===== config.mk =====
export PLATFORM = sky130hd
export DESIGN_NAME = isa_fetch_ctrl_flat
export DESIGN_NICKNAME = d
export VERILOG_FILES = /design/src/rtl/isa_fetch_ctrl_if.sv /design/src/rtl/isa_fetch_ctrl.sv /design/src/flat_wrapper.sv
export SDC_FILE = /design/constraint.sdc
export NUM_CORES = 1
export LEC_CHECK = 0
export BUFFER_PORTS_ARGS = -buffer_cell sky130_fd_sc_hd__clkbuf_2
export CORE_MARGIN = 4
export CORE_UTILIZATION = 40
export DETAILED_ROUTE_END_ITERATION = 7
export GPL_TIMING_DRIVEN = 1
export PLACE_DENSITY_LB_ADDON = 0.25
export SYNTH_ARGS = -nofsm -noshare
export SYNTH_HDL_FRONTEND = slang
export SYNTH_SLANG_ARGS = --single-unit

===== constraint.sdc =====
create_clock -name clk -period 3 [get_ports clk]
set_input_delay 0.6 -clock clk [delete_from_list [all_inputs] [get_ports clk]]
set_output_delay 0.6 -clock clk [all_outputs]
set_load 0.01 [all_outputs]

===== src/rtl/isa_fetch_ctrl_if.sv =====
// Bus bundle for isa_fetch_ctrl: one GLB read port plus the ISA word stream to the CCU.
// The master side is the fetch controller; the slave side is the GLB/CCU environment.
interface isa_fetch_ctrl_if #(
  parameter int PORT_WIDTH = 128,
  parameter int ADDR_WIDTH = 16
);
  logic [ADDR_WIDTH-1:0] GLB_RdAddr;
  logic                  GLB_RdAddrVld;
  logic                  GLB_RdAddrRdy;
  logic [PORT_WIDTH-1:0] GLB_RdDat;
  logic                  GLB_RdDatVld;
  logic [PORT_WIDTH-1:0] ISA_OutDat;
  logic                  ISA_OutDatVld;
  logic                  ISA_OutDatRdy;

  modport master (
    output GLB_RdAddr, GLB_RdAddrVld,
    input  GLB_RdAddrRdy, GLB_RdDat, GLB_RdDatVld,
    output ISA_OutDat, ISA_OutDatVld,
    input  ISA_OutDatRdy
  );

  modport slave (
    input  GLB_RdAddr, GLB_RdAddrVld,
    output GLB_RdAddrRdy, GLB_RdDat, GLB_RdDatVld,
    input  ISA_OutDat, ISA_OutDatVld,
    output ISA_OutDatRdy
  );
endinterface


===== src/rtl/isa_fetch_ctrl.sv =====
// Streams a block of ISA words from a GLB read port into the CCU ISA input.
// Reads are credit-limited so the FWFT buffer can never overflow.
module isa_fetch_ctrl #(
  parameter int PORT_WIDTH      = 128,
  parameter int ADDR_WIDTH      = 16,
  parameter int NUMWORD_WIDTH   = 16,
  parameter int FIFO_ADDR_WIDTH = 2
) (
  input  logic                     clk,
  input  logic                     rst_n,
  input  logic                     TOP_Start,
  input  logic [ADDR_WIDTH-1:0]    TOP_BaseAddr,
  input  logic [NUMWORD_WIDTH-1:0] TOP_NumWord,
  output logic                     TOP_Busy,
  output logic                     TOP_Done,
  output logic                     TOP_Err,
  isa_fetch_ctrl_if.master         bus
);
  localparam int D  = 1 << FIFO_ADDR_WIDTH;
  localparam int CW = FIFO_ADDR_WIDTH + 1;
  localparam logic [CW-1:0] DEPTH = CW'(D);

  typedef enum logic [1:0] {IDLE, FETCH, DRAIN, DONE} state_t;

  state_t                     r_state;
  logic [ADDR_WIDTH-1:0]      r_addr;
  logic [NUMWORD_WIDTH-1:0]   r_num;
  logic [NUMWORD_WIDTH-1:0]   r_issued;
  logic [CW-1:0]              r_outstanding;
  logic [CW-1:0]              r_count;
  logic [FIFO_ADDR_WIDTH-1:0] r_wr_ptr;
  logic [FIFO_ADDR_WIDTH-1:0] r_rd_ptr;
  logic [PORT_WIDTH-1:0]      r_mem [D];
  logic                       r_err;

  logic [CW-1:0] w_credit;
  logic          w_addr_vld;
  logic          w_addr_hs;
  logic          w_last_hs;
  logic          w_push;
  logic          w_pop;
  logic          w_drained;

  // Buffer slots not yet claimed by stored words or by reads still in flight.
  assign w_credit   = DEPTH - r_count - r_outstanding;
  assign w_addr_vld = (r_state == FETCH) && (r_issued < r_num) && (w_credit != '0);
  assign w_addr_hs  = w_addr_vld && bus.GLB_RdAddrRdy;
  assign w_last_hs  = w_addr_hs && (r_issued == r_num - 1'b1);
  assign w_push     = bus.GLB_RdDatVld && (r_outstanding != '0);
  assign w_pop      = (r_count != '0) && bus.ISA_OutDatRdy;
  // Empty after this cycle's pop, so DONE follows the last output handshake directly.
  assign w_drained  = (r_outstanding == '0) && !w_push &&
                      ((r_count == '0) || ((r_count == CW'(1)) && w_pop));

  assign bus.GLB_RdAddr    = r_addr;
  assign bus.GLB_RdAddrVld = w_addr_vld;
  assign bus.ISA_OutDat    = r_mem[r_rd_ptr];
  assign bus.ISA_OutDatVld = (r_count != '0);
  assign TOP_Busy          = (r_state != IDLE);
  assign TOP_Done          = (r_state == DONE);
  assign TOP_Err           = r_err;

  always_ff @(posedge clk or negedge rst_n) begin
    if (!rst_n) begin
      r_state  <= IDLE;
      r_addr   <= '0;
      r_num    <= '0;
      r_issued <= '0;
    end else begin
      case (r_state)
        IDLE: begin
          if (TOP_Start) begin
            if (TOP_NumWord != '0) begin
              r_addr   <= TOP_BaseAddr;
              r_num    <= TOP_NumWord;
              r_issued <= '0;
              r_state  <= FETCH;
            end else begin
              r_state <= DONE;
            end
          end
        end
        FETCH: begin
          if (w_addr_hs) begin
            r_addr   <= r_addr + 1'b1;
            r_issued <= r_issued + 1'b1;
            if (w_last_hs) r_state <= DRAIN;
          end
        end
        DRAIN: begin
          if (w_drained) r_state <= DONE;
        end
        DONE:    r_state <= IDLE;
        default: r_state <= IDLE;
      endcase
    end
  end

  always_ff @(posedge clk or negedge rst_n) begin
    if (!rst_n) begin
      r_outstanding <= '0;
      r_err         <= 1'b0;
    end else begin
      r_outstanding <= r_outstanding + CW'(w_addr_hs) - CW'(w_push);
      // Data with nothing outstanding is dropped and flagged until reset.
      if (bus.GLB_RdDatVld && (r_outstanding == '0)) r_err <= 1'b1;
    end
  end

  always_ff @(posedge clk or negedge rst_n) begin
    if (!rst_n) begin
      r_wr_ptr <= '0;
      r_rd_ptr <= '0;
      r_count  <= '0;
      for (int i = 0; i < D; i++) r_mem[i] <= '0;
    end else begin
      if (w_push) begin
        r_mem[r_wr_ptr] <= bus.GLB_RdDat;
        r_wr_ptr        <= r_wr_ptr + 1'b1;
      end
      if (w_pop) r_rd_ptr <= r_rd_ptr + 1'b1;
      r_count <= r_count + CW'(w_push) - CW'(w_pop);
    end
  end
endmodule


===== src/flat_wrapper.sv =====
// flat-port wrapper written by rule: the top's interface ports become plain ports
module isa_fetch_ctrl_flat 
#(
  parameter int PORT_WIDTH      = 128,
  parameter int ADDR_WIDTH      = 16,
  parameter int NUMWORD_WIDTH   = 16,
  parameter int FIFO_ADDR_WIDTH = 2
)
  (clk, rst_n, TOP_Start, TOP_BaseAddr, TOP_NumWord, TOP_Busy, TOP_Done, TOP_Err, bus_GLB_RdAddr, bus_GLB_RdAddrVld, bus_GLB_RdAddrRdy, bus_GLB_RdDat, bus_GLB_RdDatVld, bus_ISA_OutDat, bus_ISA_OutDatVld, bus_ISA_OutDatRdy);
  isa_fetch_ctrl_if #(.PORT_WIDTH(PORT_WIDTH), .ADDR_WIDTH(ADDR_WIDTH)) bus_i ();
  input  logic clk;
  input  logic rst_n;
  input  logic TOP_Start;
  input  logic [ADDR_WIDTH-1:0] TOP_BaseAddr;
  input  logic [NUMWORD_WIDTH-1:0] TOP_NumWord;
  output logic TOP_Busy;
  output logic TOP_Done;
  output logic TOP_Err;
  output wire logic [$bits(bus_i.GLB_RdAddr)-1:0] bus_GLB_RdAddr;
  output wire logic [$bits(bus_i.GLB_RdAddrVld)-1:0] bus_GLB_RdAddrVld;
  input wire logic [$bits(bus_i.GLB_RdAddrRdy)-1:0] bus_GLB_RdAddrRdy;
  input wire logic [$bits(bus_i.GLB_RdDat)-1:0] bus_GLB_RdDat;
  input wire logic [$bits(bus_i.GLB_RdDatVld)-1:0] bus_GLB_RdDatVld;
  output wire logic [$bits(bus_i.ISA_OutDat)-1:0] bus_ISA_OutDat;
  output wire logic [$bits(bus_i.ISA_OutDatVld)-1:0] bus_ISA_OutDatVld;
  input wire logic [$bits(bus_i.ISA_OutDatRdy)-1:0] bus_ISA_OutDatRdy;
  assign bus_GLB_RdAddr = bus_i.GLB_RdAddr;
  assign bus_GLB_RdAddrVld = bus_i.GLB_RdAddrVld;
  assign bus_i.GLB_RdAddrRdy = bus_GLB_RdAddrRdy;
  assign bus_i.GLB_RdDat = bus_GLB_RdDat;
  assign bus_i.GLB_RdDatVld = bus_GLB_RdDatVld;
  assign bus_ISA_OutDat = bus_i.ISA_OutDat;
  assign bus_ISA_OutDatVld = bus_i.ISA_OutDatVld;
  assign bus_i.ISA_OutDatRdy = bus_ISA_OutDatRdy;
  isa_fetch_ctrl #(.PORT_WIDTH(PORT_WIDTH), .ADDR_WIDTH(ADDR_WIDTH), .NUMWORD_WIDTH(NUMWORD_WIDTH), .FIFO_ADDR_WIDTH(FIFO_ADDR_WIDTH)) u_core (.clk(clk), .rst_n(rst_n), .TOP_Start(TOP_Start), .TOP_BaseAddr(TOP_BaseAddr), .TOP_NumWord(TOP_NumWord), .TOP_Busy(TOP_Busy), .TOP_Done(TOP_Done), .TOP_Err(TOP_Err), .bus(bus_i));
endmodule

# Yosys cells after proc, flatten, opt, wreduce, memory -nomap -nowiden

Cells that the tools add are included.

Bits of input ports: 166
Output and inout port bits: 149
Word-level logic and storage cells: 85
Flip-flop bits (word level): 573

$add $sub $neg: 11
Reduce and logical (&&, ||, !) cells: 25
$lt $le $gt $ge: 4
Mux-type cells: 20
Bitwise gates (word level): 2
Equal/unequal tests: 10

Operators by type and width:

| operator              | count |
|---|---|
| $bwmux 512            | 1 |
| $mux 128              | 3 |
| $bmux 128 s2          | 1 |
| $demux 128 s2         | 1 |
| $mux 16               | 6 |
| $pmux 16 s2           | 2 |
| $add 16x1->16 const B | 2 |
| $eq 16x16->1          | 1 |
| $lt 16x16->1          | 1 |
| $reduce_bool 16->1    | 1 |
| $sub 16x1->16 const B | 1 |
| $logic_and 1x1->1     | 11 |
| $mux 2                | 5 |
| $reduce_bool 3->1     | 3 |
| $ne 2x1->1 const B    | 4 |
| $pmux 2 s4            | 1 |
| $reduce_and 4->1      | 2 |
| $add 3x1->3           | 2 |
| $ge 3x3->1 const B    | 2 |
| $logic_not 3->1       | 2 |
| $not 2->3             | 2 |
| $sub 3x1->3           | 2 |
| $add 2x1->2 const B   | 2 |
| $eq 2x2->1 const B    | 2 |
| 11 further kinds      | 12 |

# Logic depth before layout (Yosys ltp)

Gate-level depths: netlist of run 1.

Depth in word-level cells: 9
Depth in mapped cells: 13
Mapped depth without buffers: 12

# Worst setup path before layout of run 1

No wires, ideal clock.

Path kind: register to register
From: register u_core.r_count[1]
To: register u_core.r_outstanding[2]
Required time: 2.920 ns
Arrival: 2.809 ns
Buffers on the path: 1
Stages on the path, launching flop included: 14
Path slack: 0.112 ns
Clock period less this slack: 2.888 ns
Setup time: 0.080 ns
Path through: dfrtp_1 ha_1 inv_1 ha_1 xnor2_1 xnor2_1 or3_1 nor4b_4 and2_1 buf_2 ha_1 fa_1 xnor2_1 xnor2_1

Word-level cells in the longest chain between the ends: 7

RTL lines:

| item                     | line                  | RTL |
|---|---|---|
| start, declared          | isa_fetch_ctrl.sv:30  | `logic [CW-1:0] r_count;` |
| start signal, assigned   | isa_fetch_ctrl.sv:122 | `r_count <= r_count + CW'(w_push) - CW'(w_pop);` |
| $sub 3x3->3 (2 in a row) | isa_fetch_ctrl.sv:45  | `assign w_credit = DEPTH - r_count - r_outstanding;` |
| $reduce_bool 3->1        | isa_fetch_ctrl.sv:46  | `assign w_addr_vld = (r_state == FETCH) && (r_issued < r_num) && (w_credit != '0);` |
| $logic_and 1x1->1        | isa_fetch_ctrl.sv:46  |  |
| net bus_GLB_RdAddrVld    | flat_wrapper.sv:20    | `output wire logic [$bits(bus_i.GLB_RdAddrVld)-1:0] bus_GLB_RdAddrVld;` |
| $logic_and 1x1->1        | isa_fetch_ctrl.sv:47  | `assign w_addr_hs = w_addr_vld && bus.GLB_RdAddrRdy;` |
| $add 3x1->3              | isa_fetch_ctrl.sv:104 | `r_outstanding <= r_outstanding + CW'(w_addr_hs) - CW'(w_push);` |
| $sub 3x1->3              | isa_fetch_ctrl.sv:104 |  |
| end signal, assigned     | isa_fetch_ctrl.sv:104 |  |
| end, declared            | isa_fetch_ctrl.sv:29  | `logic [CW-1:0] r_outstanding;` |

The timed path passes the listed nets, and every way through them passes these cells.
A chain may end at the register's enable or synchronous reset.

# Final worst setup path of run 1

From: register u_core.r_issued[1]
To: output port bus_GLB_RdAddrVld

Word-level cells in the longest chain between the ends: 3

RTL lines:

| item                           | line                 | RTL |
|---|---|---|
| start, declared                | isa_fetch_ctrl.sv:28 | `logic [NUMWORD_WIDTH-1:0] r_issued;` |
| start signal, assigned         | isa_fetch_ctrl.sv:86 | `r_issued <= r_issued + 1'b1;` |
| $lt 16x16->1                   | isa_fetch_ctrl.sv:46 |  |
| $logic_and 1x1->1 (2 in a row) | isa_fetch_ctrl.sv:46 |  |
| end, declared                  | flat_wrapper.sv:20   |  |

Every way passes these cells.

==> results_dict.tcl, run 1 <==
set metrics [dict create \
    status "complete, but fails checks" \
    violations "setup timing" \
    grt_max_degree 74 \
    wl_mm 63.8 \
    clock_sinks 573 \
    dieArea_um2 70000 \
    synth_top_area_share_pct 54.5 \
    worst_pin_slew_ns 0.742 \
    crit_fanout 4 \
    clkLatencyLatePin_ns 0.60 \
    rows 93 \
    drt-initial-drc-count 711 \
    reg2reg_from "u_core.r_num[14]" \
    core_area_um2 64800 \
    wl_per_cell_um 21.3 \
    min-delay-start "bus_GLB_RdDatVld" \
    synth_area_leaders "dfrtp_1, mux2_2, mux4_2, ha_1, buf_2" \
    fp.dieH_um 265 \
    placed_area_um2 29500 \
    nNetsFinal 2297 \
    clk_pin_slew_ns 0.06 \
    fin_skew_ns 0.0295 \
    antenna_found_initial 8 \
    busiest_layer "met2" \
    finalWorstSetupSlack_ns -0.0962 \
    maxSlewViolCount 0 \
    dp.final_hpwl_mm 41.7 \
    ys_ff_latch 573 \
    numPortBuffers 314 \
    yosysWarnings 0 \
    slowest_delay_ns 0.44 \
    cp_top_family "simple AND/OR/NAND/NOR gates" \
    clockBufferDepth 3 \
    cp_data_arrival_time_ns 2.50 \
    power_density_nw_per_um2 1220 \
    syn_area_um2 26300 \
    synth.most_common_cell "dfrtp_1" \
    synth_area_per_cell_um2 15.3 \
    drv_cap 0 \
    dr.pass1.iters 6 \
    ys.flop_type "dfrtp_1" \
    grt_util_met3_pct 3.93 \
    via_count 16200 \
    drive_above_1_share_pct 56.4 \
    rsz0062_at_grt "true" \
    cp_num_buf_inv 1 \
    setup.worst_path.class "reg -> out" \
    synth_top_cell_by_area "dfrtp_1" \
    cp-start-kind "register" \
    areaGrowthSynthToFinish_pct 21.3 \
    period_needed_ns 3.10 \
    use_met2_pct 31.0 \
    clock.fmax_mhz 323 \
    slew_headroom_pct 50.2 \
    cts_inserted_buffers 66 \
    drc_errors 0 \
    cts_tree "yes" \
    n_fill_cell 5551 \
    finalSetupViolCount 1 \
    syn_nets 1928 \
    yosysSeqAreaShare_pct 54.5 \
    path_cells "ha_4 > nor2b_1 > o211ai_1 > a2111oi_4 > nor4b_4 > clkbuf_8" \
    overflow 0 \
    peakVddDrop_mv 0.595 \
    synth_cell_types 69 \
    grt_pass1_wl_mm 103 \
    timing.final.crit_share_pct 103 \
    vias_per_cell 5.40 \
    syn_inst 1726 \
    hold_viol 0 \
    clockRootBuffer "clkbuf_16" \
    slowest_stage "dfrtp_2" \
    final_area_um2 31900 \
    synth_common_cells "dfrtp_1, mux2_2, mux4_2" \
    fin_util_pct 49.3 \
    h-tree-depth 3 \
    hold_path.class "in -> reg" \
    gp_congestion 0.834 \
    die_w_um 265 \
    cp_data_required_time_ns 2.40 \
    power_leakage_nw 14.2 \
    endpoint_kind "output pin" \
    grt_use_met1_pct 23.6 \
    startpoint "u_core.r_issued[1]" \
    pin_count 315 \
    initial_core_util_pct 40.6 \
    synth-async-reset-ratio_pct 100 \
    grt_pass1_vias 18100 \
    grtUsageTotal_pct 18.3 \
    ant_nets 0 \
    synth-edff-count 0 \
]
-- power by group --
group,switching (mW),internal (mW)
clock,3.20,5.00
sequential,2.04,11.7
combinational,7.78,9.33
total,13.0,26.0
-- layer usage --
metal / part of all wire, % / routed length (um)
met1: 42 / 26600
met2: 51 / 32300
met3: 4.5 / 2900
met4: 3.0 / 1930
met5: 0.053 / 34
-- through the flow --
stage | hold slack (ns) | setup slack [ns] | instances | total power [mW] | TNS, ns
finish | 0.250 | -0.0962 | 3000 | 39.0 | -0.0962
detailed placement | 0.451 | 0.109 | 2870 | 31.0 | 0
global placement | 0.446 | 0.132 | 2870 | 30.4 | 0
CTS | 0.199 | -0.183 | 2986 | 39.5 | -0.183
floorplan | 0.304 | 0.112 | 1726 | 24.8 | 0
global route | 0.221 | -0.206 | 3000 | 41.5 | -0.206
-- state kept, by name (all words and copies together) (netlist names) --
signal,count
u_core.TOP_Err,1
u_core.bus.GLB_RdAddr,16
u_core.r_count,3
u_core.r_issued,16
u_core.r_mem,512
u_core.r_num,16
u_core.r_outstanding,3
u_core.r_rd_ptr,2
u_core.r_state,2
u_core.r_wr_ptr,2
-- final timing paths --
check,end,slack (ns),cells after the start
max,bus_GLB_RdAddrVld,-0.1,6
min,u_core.TOP_Err,0.25,2
max reg2reg,u_core.r_outstanding[2],0.13,11
min reg2reg,u_core.TOP_Err,0.46,1
max in group asynchronous,u_core.r_mem[125],1.60,4
min in group asynchronous,u_core.r_mem[36],0.52,2
-- layout make-up --
type,count,area [um2],area share [%]
tap,855,1070,3.35
clock buffer,88,1880,5.87
inverter,39,146,0.458
sequential,573,14300,44.9
timing repair buffer,409,2690,8.42
clock inverter,25,335,1.05
antenna,5,12.5,0.0392
multi-input combinational,1006,11500,35.9
-- cell families (layout without fill, tap and decap cells) --
logic type / count (synthesis) / in the layout / share of synthesized area [%]
DFF: 573 / 573 / 54.5
buffers and inverters: 147 / 561 / 2.41
adders and majority gates: 36 / 36 / 1.77
AOI/OAI and AO/OA: 111 / 111 / 3.03
and+or+nand+nor: 165 / 165 / 3.48
other: 0 / 5 / 0
muxes: 668 / 668 / 34.0
xor gates and xnor gates: 26 / 26 / 0.865
-- cells in the final DEF, fill, tap and decap left out, drive strengths merged, types with 4 or more instances in the layout --
master    Yosys  routed
a211oi        8       8
a21o          4       4
a21oi        16      16
a31oi         6       6
and2          6       6
and3         11      11
buf          70      95
bufinv        0       7
clkbuf       38     401
clkinv        0      10
clkinvlp      0       4
dfrtp       573     573
diode         0       5
ha           34      34
inv          39      43
mux2        530     530
mux2i        10      10
mux4        128     128
nand2        44      44
nand2b        6       6
nand3        14      14
nand3b        6       6
nand4        11      11
nor2         23      23
nor3          9       9
nor3b         4       4
nor4         12      12
o21ai        25      25
o311ai        6       6
o31ai        15      15
or2           6       6
or3           5       5
xnor2        19      19
xor2          7       7
-- what timing repair did --
item                                    4_1_cts  5_1_grt
hold buffers                                  1        0
endpoints found under the setup margin        1       45
hold endpoints to repair                     31        0
gates resized for setup                       4       11
setup buffers                                 2       10
pin swaps                                     5        4
gates cloned                                  0        0
No activity file was read; power rests on OpenSTA's default activity.
==> run 2, diff against run 1 <==
--- a/config.mk
+++ b/config.mk
@@ -7,10 +7,11 @@
 export LEC_CHECK = 0
 export BUFFER_PORTS_ARGS = -buffer_cell sky130_fd_sc_hd__clkbuf_2
 export CORE_MARGIN = 4
-export CORE_UTILIZATION = 40
+export CORE_UTILIZATION = 45
 export DETAILED_ROUTE_END_ITERATION = 7
 export GPL_TIMING_DRIVEN = 1
-export PLACE_DENSITY_LB_ADDON = 0.25
+export PLACE_DENSITY = 0.67
+export REMOVE_ABC_BUFFERS = 1
 export SYNTH_ARGS = -nofsm -noshare
 export SYNTH_HDL_FRONTEND = slang
 export SYNTH_SLANG_ARGS = --single-unit
==> results_dict.tcl, run 2 (synthesized netlist as in run 1, its figures left out) <==
set metrics [dict create \
    slowest_delay_ns 0.39 \
    combPwrFrac_pct 43.8 \
    dr.pass1.iters 5 \
    wl_mm 62.5 \
    reg2reg_from "u_core.r_num[14]" \
    fin_util_pct 55.1 \
    seqPwrFrac_pct 35.3 \
    overflow 0 \
    timing.final.crit_share_pct 106 \
    core_area_um2 57800 \
    cp_data_arrival_time_ns 2.57 \
    holdPathEnd "u_core.TOP_Err" \
    vias_per_cell 5.59 \
    areaGrowthSynthToFinish_pct 20.9 \
    status "complete, but fails checks" \
    clock_sinks 573 \
    cts_inserted_buffers 61 \
    mostFrequentLayoutCell "dfrtp_1" \
    pin_count 315 \
    peakVddDrop_mv 0.781 \
    clock.fmax_mhz 316 \
    drc_errors 0 \
    worst_pin_slew_ns 0.749 \
    power_leakage_nw 14.1 \
    p_clk_share_pct 20.9 \
    grt_max_degree 81 \
    clockRootBuffer "clkbuf_16" \
    period_needed_ns 3.17 \
    finalSetupViolCount 1 \
    hold_depth 2 \
    cp_data_required_time_ns 2.40 \
    numPortBuffers 314 \
    cts_tree "yes" \
    hold_path.class "in -> reg" \
    power_density_nw_per_um2 1230 \
    layoutNonFillerInstCount 2908 \
    power_switching_mw 13.1 \
    h-tree-depth 2 \
    ff2ff_path_depth 13 \
    cp-start-kind "register" \
    ff2ff_setup_slack_ns 0.12 \
    slowest_stage "dfrtp_1" \
    drive_above_1_share_pct 56.5 \
    cp_num_buf_inv 3 \
    nNetsFinal 2291 \
    grt_pass1_vias 17600 \
    fp.dieH_um 250 \
    drt-initial-drc-count 958 \
    rows 88 \
    clkLatencyLatePin_ns 0.63 \
    top_register "u_core.r_mem" \
    ant_nets 0 \
    placedCellCount 2773 \
    violations "setup timing" \
    hold_viol 0 \
    cp_top_family "simple AND/OR/NAND/NOR gates" \
    n_fill_cell 4684 \
    dp.final_hpwl_mm 41.2 \
    initial_core_util_pct 45.6 \
    largest_reg_flops 512 \
    power.internal_mw 26.1 \
    mostFrequentLayoutCells "dfrtp_1, mux2_2, clkbuf_2" \
    clockBufferDepth 3 \
    setup.worst_path.class "reg -> out" \
    clk_pin_slew_ns 0.06 \
    maxSlewViolCount 0 \
    grt_pass1_wl_mm 99.5 \
    crit_fanout 2 \
    rsz0062_at_grt "true" \
    die_w_um 250 \
    wl_per_cell_um 21.5 \
    slew_headroom_pct 49.7 \
    fin_skew_ns 0.0272 \
    dieArea_um2 62400 \
    endpoint_kind "output pin" \
    switching_share_pct 33.3 \
    finalWorstSetupSlack_ns -0.169 \
    drv_cap 0 \
    gp_congestion 0.843 \
    grtUsageTotal_pct 19.8 \
    r2r_end "u_core.r_issued[5]" \
    path_cells "ha_1 > inv_1 > ha_2 > xnor2_2 > xnor2_1 > or3_1 > nor4b_4 > buf_4 > buf_6" \
    antenna_found_initial 5 \
    min-delay-start "bus_GLB_RdDatVld" \
    via_count 16300 \
]
[run 2: cell count changes in the layout (fill, tap and decap cells not counted), moves of 2 or more]
cell,before,now
clkinvlp_4,4,7
bufinv_16,7,11
buf_4,64,62
clkbuf_16,67,64
clkinv_16,0,2
clkbuf_8,13,9
clkbuf_1,9,13
buf_6,0,2
diode_2,5,2
inv_6,3,1
[run 2: power by group through the flow]
stage | combinational [mW] | clock (mW) | sequential (mW)
after floorplan | 11.1 | 0 | 13.7
after global placement | 16.5 | 0 | 13.7
after detailed placement | 16.8 | 0 | 14.0
after CTS | 17.1 | 8.40 | 13.8
after global routing | 18.5 | 8.72 | 14.3
final | 17.1 | 8.19 | 13.8
[run 2: how the worst max path moves through the flow]
stage                     slack, ns                 endpoint                     from  cells after the start
after detailed placement       0.07  u_core.r_outstanding[2]         u_core.r_num[11]                     11
after CTS                     -0.22        bus_GLB_RdAddrVld        u_core.r_count[1]                      9
after floorplan               -3.25        bus_ISA_OutDat[0]       u_core.r_rd_ptr[0]                      1
final                         -0.17        bus_GLB_RdAddrVld  u_core.r_outstanding[1]                      9
after global placement         0.14        u_core.r_state[1]          u_core.r_num[0]                     10
after global routing          -0.28        bus_GLB_RdAddrVld  u_core.r_outstanding[1]                      9
[run 2: layer usage]
metal / vias to the layer above / track usage, % / part of all wire, %
met1: 8582 / 26.2 / 42
met3: 96 / 4.84 / 6.1
met5: - / 0 / 0.062
li1: 7181 / - / -
met4: 6 / 4.54 / 2.1
met2: 397 / 33.5 / 50
[run 2: final cells by class]
| type | instances | area, um2 | share of cell area (%) |
|---|---|---|---|
| Multi-Input combinational cell | 1006 | 11500 | 36.0 |
| Timing Repair Buffer | 408 | 2690 | 8.43 |
| Inverter | 39 | 146 | 0.460 |
| Sequential cell | 573 | 14300 | 45.1 |
| Tap cell | 765 | 957 | 3.01 |
| Antenna cell | 2 | 5.00 | 0.0157 |
| Clock inverter | 31 | 505 | 1.59 |
| Clock buffer | 84 | 1720 | 5.42 |
[run 2: worst register-to-register path, stage by stage, from the launching register on]
cell,delay [ns]
dfrtp_1,0.38
inv_2,0.06
ha_1,0.28
a21o_1,0.19
a211oi_2,0.24
o21ai_2,0.10
nor4b_4,0.29
buf_4,0.17
buf_4,0.13
a21oi_4,0.06
buf_12,0.14
clkbuf_16,0.16
or4_4,0.48
a21oi_2,0.12
[run 2: per-stage QoR]
stage	setup TNS, ns	power (mW)	area, um2	hold WS [ns]	setup slack, ns
floorplan	-1115.85	24.7	25800	0.304	-3.25
global placement	0	30.1	29300	0.444	0.138
detailed placement	0	30.8	29300	0.455	0.0657
CTS	-0.217	39.3	31600	0.146	-0.217
global route	-0.275	41.5	31800	0.164	-0.275
finish	-0.169	39.1	31800	0.189	-0.169
[run 2: repair_timing]
action | in CTS | in global routing
gates cloned | 0 | 2
setup buffers | 7 | 9
hold buffers | 1 | 0
endpoints found under the hold margin | 56 | 0
pin swaps | 2 | 15
gates resized for setup | 2 | 21
endpoints found under the setup margin | 53 | 24
